===== src/rtl/tcp_rx_msg_noc_if_in_mc_if.sv =====
// Handshake bundle for the multi-channel RX message NoC ingress.
// slave = the ingress block, master = whatever drives the NoC side and sinks the dispatch side.
interface tcp_rx_msg_noc_if_in_mc_if #(
    parameter int NUM_IN     = 2,
    parameter int NOC_DATA_W = 512,
    parameter int FLOWID_W   = 9,
    parameter int PTR_W      = 32,
    parameter int IDX_W      = 16,
    parameter int MLEN_W     = 16,
    parameter int X_W        = 4,
    parameter int Y_W        = 4,
    parameter int F_W        = 4
);
    localparam int CH_W = $clog2(NUM_IN) + 1;

    logic [NUM_IN-1:0]            in_val;
    logic [NUM_IN*NOC_DATA_W-1:0] in_data;
    logic [NUM_IN-1:0]            in_rdy;

    logic                poll_val;
    logic                poll_rdy;
    logic [FLOWID_W-1:0] poll_flowid;
    logic [PTR_W-1:0]    poll_len;
    logic [X_W-1:0]      poll_dst_x;
    logic [Y_W-1:0]      poll_dst_y;
    logic [F_W-1:0]      poll_dst_fbits;
    logic [CH_W-1:0]     poll_src_chan;

    logic                head_wr_val;
    logic                head_wr_rdy;
    logic [FLOWID_W-1:0] head_wr_addr;
    logic [IDX_W-1:0]    head_wr_data;

    logic                free_val;
    logic                free_rdy;
    logic [PTR_W-1:0]    free_addr;
    logic [MLEN_W-1:0]   free_len;

    logic                err_bad_type;
    logic [31:0]         msg_cnt;

    modport slave (
        input  in_val, in_data, poll_rdy, head_wr_rdy, free_rdy,
        output in_rdy,
        output poll_val, poll_flowid, poll_len, poll_dst_x, poll_dst_y, poll_dst_fbits, poll_src_chan,
        output head_wr_val, head_wr_addr, head_wr_data,
        output free_val, free_addr, free_len,
        output err_bad_type, msg_cnt
    );

    modport master (
        output in_val, in_data, poll_rdy, head_wr_rdy, free_rdy,
        input  in_rdy,
        input  poll_val, poll_flowid, poll_len, poll_dst_x, poll_dst_y, poll_dst_fbits, poll_src_chan,
        input  head_wr_val, head_wr_addr, head_wr_data,
        input  free_val, free_addr, free_len,
        input  err_bad_type, msg_cnt
    );
endinterface


===== src/rtl/tcp_rx_msg_noc_if_in_mc.sv =====
// Multi-channel RX message NoC ingress: round-robin pick of one header flit per cycle,
// decoded-header FIFO, and a three-way fork (poll / head write / free) off the FIFO head
// where each branch completes on its own handshake.
module tcp_rx_msg_noc_if_in_mc #(
    parameter int NUM_IN     = 2,
    parameter int FIFO_DEPTH = 4,
    parameter int NOC_DATA_W = 512,
    parameter int FLOWID_W   = 9,
    parameter int PTR_W      = 32,
    parameter int IDX_W      = 16,
    parameter int MLEN_W     = 16,
    parameter int X_W        = 4,
    parameter int Y_W        = 4,
    parameter int F_W        = 4
) (
    input logic clk,
    input logic rst_n,
    tcp_rx_msg_noc_if_in_mc_if.slave bus
);
    localparam int CH_W      = $clog2(NUM_IN) + 1;
    localparam int AW        = $clog2(FIFO_DEPTH);
    localparam int OFF_FLOW  = 2;
    localparam int OFF_LEN   = OFF_FLOW + FLOWID_W;
    localparam int OFF_HIDX  = OFF_LEN + PTR_W;
    localparam int OFF_FADDR = OFF_HIDX + IDX_W;
    localparam int OFF_FLEN  = OFF_FADDR + PTR_W;
    localparam int OFF_X     = OFF_FLEN + MLEN_W;
    localparam int OFF_Y     = OFF_X + X_W;
    localparam int OFF_F     = OFF_Y + Y_W;
    localparam int FLIT_W    = OFF_F + F_W;

    typedef struct packed {
        logic                need_poll;
        logic                need_head;
        logic                need_free;
        logic [FLOWID_W-1:0] flowid;
        logic [PTR_W-1:0]    len;
        logic [IDX_W-1:0]    head_idx;
        logic [PTR_W-1:0]    free_addr;
        logic [MLEN_W-1:0]   free_len;
        logic [X_W-1:0]      dst_x;
        logic [Y_W-1:0]      dst_y;
        logic [F_W-1:0]      dst_f;
        logic [CH_W-1:0]     chan;
    } entry_t;

    logic [CH_W-1:0]   rr_q, rr_d;
    logic [AW:0]       wr_q, wr_d, rd_q, rd_d;
    logic              done_poll_q, done_poll_d;
    logic              done_head_q, done_head_d;
    logic              done_free_q, done_free_d;
    logic              err_q, err_d;
    logic [31:0]       msg_cnt_q, msg_cnt_d;
    entry_t            mem_q [FIFO_DEPTH];
    entry_t            entry_d;
    entry_t            head;

    logic [2*NUM_IN-1:0] val_dbl;
    logic [NUM_IN-1:0]   val_rot;
    logic [NUM_IN-1:0]   in_rdy_c;
    logic [CH_W:0]       grant_sum;
    logic [CH_W-1:0]     grant_idx;
    logic                grant_any;
    logic [FLIT_W-1:0]   flit;
    logic                full, empty, head_valid, accept, push, pop;
    logic                poll_val, head_val, free_val;
    logic                poll_fire, head_fire, free_fire;

    // Wrap-aware pointers: equal means empty, MSB-only difference means full.
    assign empty      = (wr_q == rd_q);
    assign full       = (wr_q[AW] != rd_q[AW]) && (wr_q[AW-1:0] == rd_q[AW-1:0]);
    assign head_valid = ~empty;
    assign head       = mem_q[rd_q[AW-1:0]];

    // Round-robin search: rotate valids so bit 0 is the pointer, take the first set bit.
    always_comb begin
        val_dbl   = {bus.in_val, bus.in_val};
        val_rot   = NUM_IN'(val_dbl >> rr_q);
        grant_any = 1'b0;
        grant_sum = '0;
        for (int k = 0; k < NUM_IN; k++) begin
            if (!grant_any && val_rot[k]) begin
                grant_any = 1'b1;
                grant_sum = {1'b0, rr_q} + (CH_W+1)'(k);
            end
        end
        if (grant_sum >= (CH_W+1)'(NUM_IN)) begin
            grant_sum = grant_sum - (CH_W+1)'(NUM_IN);
        end
        grant_idx = grant_sum[CH_W-1:0];
    end

    // Accept the granted flit when the FIFO has room; decode it and advance the pointer.
    always_comb begin
        flit     = '0;
        in_rdy_c = '0;
        accept   = grant_any & ~full & rst_n;
        for (int i = 0; i < NUM_IN; i++) begin
            if (grant_idx == CH_W'(i)) begin
                flit        = bus.in_data[i*NOC_DATA_W +: FLIT_W];
                in_rdy_c[i] = accept;
            end
        end
        push  = accept & (flit[1:0] != 2'b00);
        err_d = accept & (flit[1:0] == 2'b00);

        entry_d.need_poll = flit[0];
        entry_d.need_head = flit[1];
        // A zero-length free has nothing to release, so it counts as done from the start.
        entry_d.need_free = flit[1] & (flit[OFF_FLEN +: MLEN_W] != '0);
        entry_d.flowid    = flit[OFF_FLOW +: FLOWID_W];
        entry_d.len       = flit[OFF_LEN +: PTR_W];
        entry_d.head_idx  = flit[OFF_HIDX +: IDX_W];
        entry_d.free_addr = flit[OFF_FADDR +: PTR_W];
        entry_d.free_len  = flit[OFF_FLEN +: MLEN_W];
        entry_d.dst_x     = flit[OFF_X +: X_W];
        entry_d.dst_y     = flit[OFF_Y +: Y_W];
        entry_d.dst_f     = flit[OFF_F +: F_W];
        entry_d.chan      = grant_idx;

        rr_d = rr_q;
        if (accept) begin
            rr_d = (grant_idx == CH_W'(NUM_IN - 1)) ? '0 : grant_idx + CH_W'(1);
        end
    end

    // Fork the head entry; pop once every needed branch is done or finishing now.
    always_comb begin
        poll_val  = head_valid & head.need_poll & ~done_poll_q;
        head_val  = head_valid & head.need_head & ~done_head_q;
        free_val  = head_valid & head.need_free & ~done_free_q;
        poll_fire = poll_val & bus.poll_rdy;
        head_fire = head_val & bus.head_wr_rdy;
        free_fire = free_val & bus.free_rdy;
        pop = head_valid
            & (~head.need_poll | done_poll_q | poll_fire)
            & (~head.need_head | done_head_q | head_fire)
            & (~head.need_free | done_free_q | free_fire);
        done_poll_d = pop ? 1'b0 : (done_poll_q | poll_fire);
        done_head_d = pop ? 1'b0 : (done_head_q | head_fire);
        done_free_d = pop ? 1'b0 : (done_free_q | free_fire);
        wr_d        = wr_q + (AW+1)'(push);
        rd_d        = rd_q + (AW+1)'(pop);
        msg_cnt_d   = msg_cnt_q + 32'(pop);
    end

    // Control state; a reset drops every buffered and partially dispatched entry.
    always_ff @(posedge clk or negedge rst_n) begin
        if (!rst_n) begin
            rr_q        <= '0;
            wr_q        <= '0;
            rd_q        <= '0;
            done_poll_q <= 1'b0;
            done_head_q <= 1'b0;
            done_free_q <= 1'b0;
            err_q       <= 1'b0;
            msg_cnt_q   <= '0;
        end else begin
            rr_q        <= rr_d;
            wr_q        <= wr_d;
            rd_q        <= rd_d;
            done_poll_q <= done_poll_d;
            done_head_q <= done_head_d;
            done_free_q <= done_free_d;
            err_q       <= err_d;
            msg_cnt_q   <= msg_cnt_d;
        end
    end

    // Header storage; validity is tracked by the pointers, so no reset is needed here.
    always_ff @(posedge clk) begin
        if (push) begin
            mem_q[wr_q[AW-1:0]] <= entry_d;
        end
    end

    assign bus.in_rdy         = in_rdy_c;
    assign bus.poll_val       = poll_val;
    assign bus.poll_flowid    = head_valid ? head.flowid : '0;
    assign bus.poll_len       = head_valid ? head.len : '0;
    assign bus.poll_dst_x     = head_valid ? head.dst_x : '0;
    assign bus.poll_dst_y     = head_valid ? head.dst_y : '0;
    assign bus.poll_dst_fbits = head_valid ? head.dst_f : '0;
    assign bus.poll_src_chan  = head_valid ? head.chan : '0;
    assign bus.head_wr_val    = head_val;
    assign bus.head_wr_addr   = head_valid ? head.flowid : '0;
    assign bus.head_wr_data   = head_valid ? head.head_idx : '0;
    assign bus.free_val       = free_val;
    assign bus.free_addr      = head_valid ? head.free_addr : '0;
    assign bus.free_len       = head_valid ? head.free_len : '0;
    assign bus.err_bad_type   = err_q;
    assign bus.msg_cnt        = msg_cnt_q;
endmodule

===== src/flat_wrapper.sv =====
// flat-port wrapper written by rule: the top's interface ports become plain ports
module tcp_rx_msg_noc_if_in_mc_flat 
#(
    parameter int NUM_IN     = 2,
    parameter int FIFO_DEPTH = 4,
    parameter int NOC_DATA_W = 512,
    parameter int FLOWID_W   = 9,
    parameter int PTR_W      = 32,
    parameter int IDX_W      = 16,
    parameter int MLEN_W     = 16,
    parameter int X_W        = 4,
    parameter int Y_W        = 4,
    parameter int F_W        = 4
)
  (clk, rst_n, bus_in_val, bus_in_data, bus_poll_rdy, bus_head_wr_rdy, bus_free_rdy, bus_in_rdy, bus_poll_val, bus_poll_flowid, bus_poll_len, bus_poll_dst_x, bus_poll_dst_y, bus_poll_dst_fbits, bus_poll_src_chan, bus_head_wr_val, bus_head_wr_addr, bus_head_wr_data, bus_free_val, bus_free_addr, bus_free_len, bus_err_bad_type, bus_msg_cnt);
  tcp_rx_msg_noc_if_in_mc_if #(.NUM_IN(NUM_IN), .NOC_DATA_W(NOC_DATA_W), .FLOWID_W(FLOWID_W), .PTR_W(PTR_W), .IDX_W(IDX_W), .MLEN_W(MLEN_W), .X_W(X_W), .Y_W(Y_W), .F_W(F_W)) bus_i ();
  input logic clk;
  input logic rst_n;
  input wire logic [$bits(bus_i.in_val)-1:0] bus_in_val;
  input wire logic [$bits(bus_i.in_data)-1:0] bus_in_data;
  input wire logic [$bits(bus_i.poll_rdy)-1:0] bus_poll_rdy;
  input wire logic [$bits(bus_i.head_wr_rdy)-1:0] bus_head_wr_rdy;
  input wire logic [$bits(bus_i.free_rdy)-1:0] bus_free_rdy;
  output wire logic [$bits(bus_i.in_rdy)-1:0] bus_in_rdy;
  output wire logic [$bits(bus_i.poll_val)-1:0] bus_poll_val;
  output wire logic [$bits(bus_i.poll_flowid)-1:0] bus_poll_flowid;
  output wire logic [$bits(bus_i.poll_len)-1:0] bus_poll_len;
  output wire logic [$bits(bus_i.poll_dst_x)-1:0] bus_poll_dst_x;
  output wire logic [$bits(bus_i.poll_dst_y)-1:0] bus_poll_dst_y;
  output wire logic [$bits(bus_i.poll_dst_fbits)-1:0] bus_poll_dst_fbits;
  output wire logic [$bits(bus_i.poll_src_chan)-1:0] bus_poll_src_chan;
  output wire logic [$bits(bus_i.head_wr_val)-1:0] bus_head_wr_val;
  output wire logic [$bits(bus_i.head_wr_addr)-1:0] bus_head_wr_addr;
  output wire logic [$bits(bus_i.head_wr_data)-1:0] bus_head_wr_data;
  output wire logic [$bits(bus_i.free_val)-1:0] bus_free_val;
  output wire logic [$bits(bus_i.free_addr)-1:0] bus_free_addr;
  output wire logic [$bits(bus_i.free_len)-1:0] bus_free_len;
  output wire logic [$bits(bus_i.err_bad_type)-1:0] bus_err_bad_type;
  output wire logic [$bits(bus_i.msg_cnt)-1:0] bus_msg_cnt;
  assign bus_i.in_val = bus_in_val;
  assign bus_i.in_data = bus_in_data;
  assign bus_i.poll_rdy = bus_poll_rdy;
  assign bus_i.head_wr_rdy = bus_head_wr_rdy;
  assign bus_i.free_rdy = bus_free_rdy;
  assign bus_in_rdy = bus_i.in_rdy;
  assign bus_poll_val = bus_i.poll_val;
  assign bus_poll_flowid = bus_i.poll_flowid;
  assign bus_poll_len = bus_i.poll_len;
  assign bus_poll_dst_x = bus_i.poll_dst_x;
  assign bus_poll_dst_y = bus_i.poll_dst_y;
  assign bus_poll_dst_fbits = bus_i.poll_dst_fbits;
  assign bus_poll_src_chan = bus_i.poll_src_chan;
  assign bus_head_wr_val = bus_i.head_wr_val;
  assign bus_head_wr_addr = bus_i.head_wr_addr;
  assign bus_head_wr_data = bus_i.head_wr_data;
  assign bus_free_val = bus_i.free_val;
  assign bus_free_addr = bus_i.free_addr;
  assign bus_free_len = bus_i.free_len;
  assign bus_err_bad_type = bus_i.err_bad_type;
  assign bus_msg_cnt = bus_i.msg_cnt;
  tcp_rx_msg_noc_if_in_mc #(.NUM_IN(NUM_IN), .FIFO_DEPTH(FIFO_DEPTH), .NOC_DATA_W(NOC_DATA_W), .FLOWID_W(FLOWID_W), .PTR_W(PTR_W), .IDX_W(IDX_W), .MLEN_W(MLEN_W), .X_W(X_W), .Y_W(Y_W), .F_W(F_W)) u_core (.clk(clk), .rst_n(rst_n), .bus(bus_i));
endmodule

===== config.mk =====
export PLATFORM = sky130hd
export DESIGN_NAME = tcp_rx_msg_noc_if_in_mc_flat
export DESIGN_NICKNAME = d
export VERILOG_FILES = /design/src/rtl/tcp_rx_msg_noc_if_in_mc_if.sv /design/src/rtl/tcp_rx_msg_noc_if_in_mc.sv /design/src/flat_wrapper.sv
export SDC_FILE = /design/constraint.sdc
export NUM_CORES = 1
export LEC_CHECK = 0
export ABC_AREA = 1
export CORE_AREA = 3 3 462 464
export DETAILED_ROUTE_END_ITERATION = 10
export DIE_AREA = 0 0 465 467
export PLACE_DENSITY_LB_ADDON = 0.25
export RECOVER_POWER = 50
export SLEW_MARGIN = 25
export SYNTH_ARGS = -nofsm -noshare
export SYNTH_HDL_FRONTEND = slang
export SYNTH_SLANG_ARGS = --single-unit

===== constraint.sdc =====
create_clock -name clk -period 21.8 [get_ports clk]
set_input_delay 4.36 -clock clk [delete_from_list [all_inputs] [get_ports clk]]
set_output_delay 4.36 -clock clk [all_outputs]
set_load 0.02 [all_outputs]

==> out/results.txt <==
status = finished with violations
failing checks = capacitance limit, slew limit
hold endpoint = u_core.bus.msg_cnt[31]$_DFF_PN0_
top_reg_cell synth = edfxtp_1
Finished Layout Cells = 5310
synth unique cells = 37
CTS tree = yes
syn avg cell area = 11.0 um2
Pleak = 11.5 nW
Synth Instances = 2095
Critical Path Max Stage Delay = 2030 ps
CP arrival = 9530 ps
most common cell after layout, fill and taps aside = edfxtp_1
Clock transition at path regs = 60 ps
htree depth = 2
Critical R2R Capture = u_core.mem_q[3][76]$_DFFE_PP_
clk root buf = clkbuf_16
Final ANT Viol Nets = 0
placed instance area = 0.0303 mm2
Synth async-reset ratio = 0.0827
Netlist Area Pre-Place = 0.0231 mm2
die area = 0.217 mm2
CP Data Required Time = 17440 ps
Post-CTS Hold Fix Bufs = 0
crit-path cells = dlygate4sd3_1 -> nand2_1 -> nand2_1 -> inv_6 -> nand2_1 -> nor2_1 -> clkdlybuf4s50_1
Finished Cell Area = 0.0322 mm2
Max IR drop VDD = 0.0700 mV
worst reg2reg setup slack = 13610 ps
Post-CTS Setup Inserts = 0
Cells on Worst Hold Path = 1
Pins Over Slew Limit = 359
Critical Path Sink Type = output pin
Remaining Overflow, GRT = 0
vias in the first global route = 17000
Total GRT Usage = 0.0769
Slowest-stage cell, CP = nand2_1
skew final = 46.7 ps
post-CTS sizing = 0
Max FO, Critical Path = 84
Iter 0 DRT Violations = 1010
leading area contributor after synthesis = edfxtp_1
Setup TNS = 0 ps
Via density = 3.17
FF+latch count, synth = 532
Crit path max-delay family = buffers and inverters
# placed instances = 5187
post-synthesis sequential area ratio = 0.681
CP startpoint kind = input port
first-pass GRT wire length = 123000 um
WL per Instance = 16.3 um
Crit Path Category = input port to output pin
CTS Buffer Depth = 3
Synth Net Count = 3133
CORE AREA = 0.210 mm2
fin util = 0.154
CP Buf/Inv Count = 3
Synth top area share = 0.633
final hold vios = 0
largest net degree at the start of global routing = 96
layout cell share with drive strength beyond 1 = 0.0549
Tightest Hold Check Type = flop to flop
# setup viols final = 0
FILL cells = 23500
initial antenna violation count = 26
PwrDens = 142 mW/mm2
slew margin rel. = -1.49
crit path time final = 13890 ps
IO buf count = 410
Die X-Extent = 465 um
# clock sinks = 532
most used cell, CP = nand2_1
Via Count = 16900
HPWL after detailed placement = 57000 um
Initial Util = 0.110
Post-synth EDFFs = 488
launching point of the worst reg2reg path = u_core.rr_q[0]$_DFFE_PN0P_
Skew-Pair Late Insertion Delay = 670 ps
gpl congestion = 0.707
unrepaired setup endpoints after global routing = false
max_cap viols = 7
area delta synth->final = 39.2%
top post-synthesis cells by area = edfxtp_1 63%, nand3_1 5.3%, o21ai_0 4.9%, dfrtp_1 4.8%, nor2_1 4.6%
Tightest Pin Transition = 3730 ps
I/O pin count = 1197
R2R cell count = 8
Row Count = 168
Hold Startpoint = u_core.bus.msg_cnt[31]$_DFF_PN0_
PnR Total Power = 0.00457 W
final WL = 86500 um
most frequent cells in the layout = 488 x edfxtp_1, 374 x clkdlybuf4s50_1, 283 x nor2_1
cts bufs inserted = 61
Tcrit/Tclk final = 0.637
Max Fclk = 0.0720 GHz
residual DRC count = 0
DIE HEIGHT = 467 um
Ys Warns = 0
1st-pass router iterations = 5
NumNets Final = 3484
## state kept, by name, summed over array words and instances (netlist names), 2 cells and up
| name | cells |
|---|---|
| u_core.mem_q | 488 |
| u_core.rr_q | 2 |
| u_core.rd_q | 3 |
| u_core.bus.msg_cnt | 32 |
| u_core.wr_q | 3 |
## per-layer routing
metal  global-route usage  vias to the layer above  routed length (um)
li1                     -                     8056                   -
met1                0.105                     8199               40800
met2                0.118                      483               38000
met3               0.0222                      110                5980
met4               0.0210                       10                1720
met5                    0                        -                  67
## stage by stage
step                worst slack, ps  hold WS (ps)
floorplan                     10910           458
global placement              10550           467
detailed placement            10560           465
CTS                           10540           481
global route                   7310           503
finish                         7910           465
## kinds of logic after synthesis
family,after synthesis,share of synthesized area
AO/OA/AOI/OAI,376,0.0883
XOR/XNOR,33,0.0125
adder cells (fa/ha/maj),7,0.00378
buffers and inverters,308,0.0564
flip-flops,532,0.681
AND/OR/NAND/NOR,839,0.158
## cell usage after synthesis, types with 3 or more instances
| cell type | instances |
|---|---|
| a21oi_1 | 6 |
| edfxtp_1 | 488 |
| buf_1 | 9 |
| buf_4 | 14 |
| inv_1 | 146 |
| xor2_1 | 23 |
| nor3_1 | 6 |
| inv_2 | 7 |
| nor2_4 | 7 |
| o21ai_1 | 18 |
| ha_1 | 7 |
| nand3_1 | 244 |
| buf_6 | 4 |
| xnor2_1 | 10 |
| o22ai_1 | 122 |
| nor2_2 | 3 |
| buf_2 | 53 |
| nand4_1 | 3 |
| dfrtp_1 | 44 |
| nand2_2 | 6 |
| nor2_1 | 281 |
| nand2_1 | 275 |
| nor3_2 | 3 |
| clkbuf_1 | 73 |
| o21ai_0 | 228 |
## how the worst max path moves through the flow
| stage | cells past startpoint | end | from | slack (ps) |
|---|---|---|---|---|
| floorplan | 11 | u_core.mem_q[0][0]$_DFFE_PP_ | bus_in_val[1] | 10910 |
| global placement | 6 | bus_in_rdy[1] | bus_in_val[1] | 10550 |
| detailed placement | 6 | bus_in_rdy[1] | bus_in_val[1] | 10560 |
| CTS | 6 | bus_in_rdy[1] | bus_in_val[1] | 10540 |
| global route | 7 | bus_in_rdy[1] | bus_in_val[0] | 7310 |
| finish | 7 | bus_in_rdy[1] | bus_in_val[0] | 7910 |
## cell type report
class                   instances  area, um2  area share
repair buffers                442       4310       0.134
diodes                          8       20.0    0.000622
well taps                    2805       3510       0.109
inverters                     154        596      0.0185
multi-input cells            1255       5980       0.186
clock buffers                  72       1590      0.0493
flip-flops and latches        532      15800       0.489
clock inverters                42        444      0.0138
## worst reg2reg max path: cells and delay by family (launching register included)
kind | cells | cell delay [ps]
simple gates | 4 | 2810
buf+inv | 4 | 4740
flops | 1 | 410
## where the power goes
group	internal, W	leakage (nW)	switching, W
sequential	0.00132	5.01	0.0000558
clock	0.000615	0.984	0.000440
combinational	0.000737	5.47	0.00141
total	0.00267	11.5	0.00190
No activity file was read; power rests on OpenSTA's default activity.
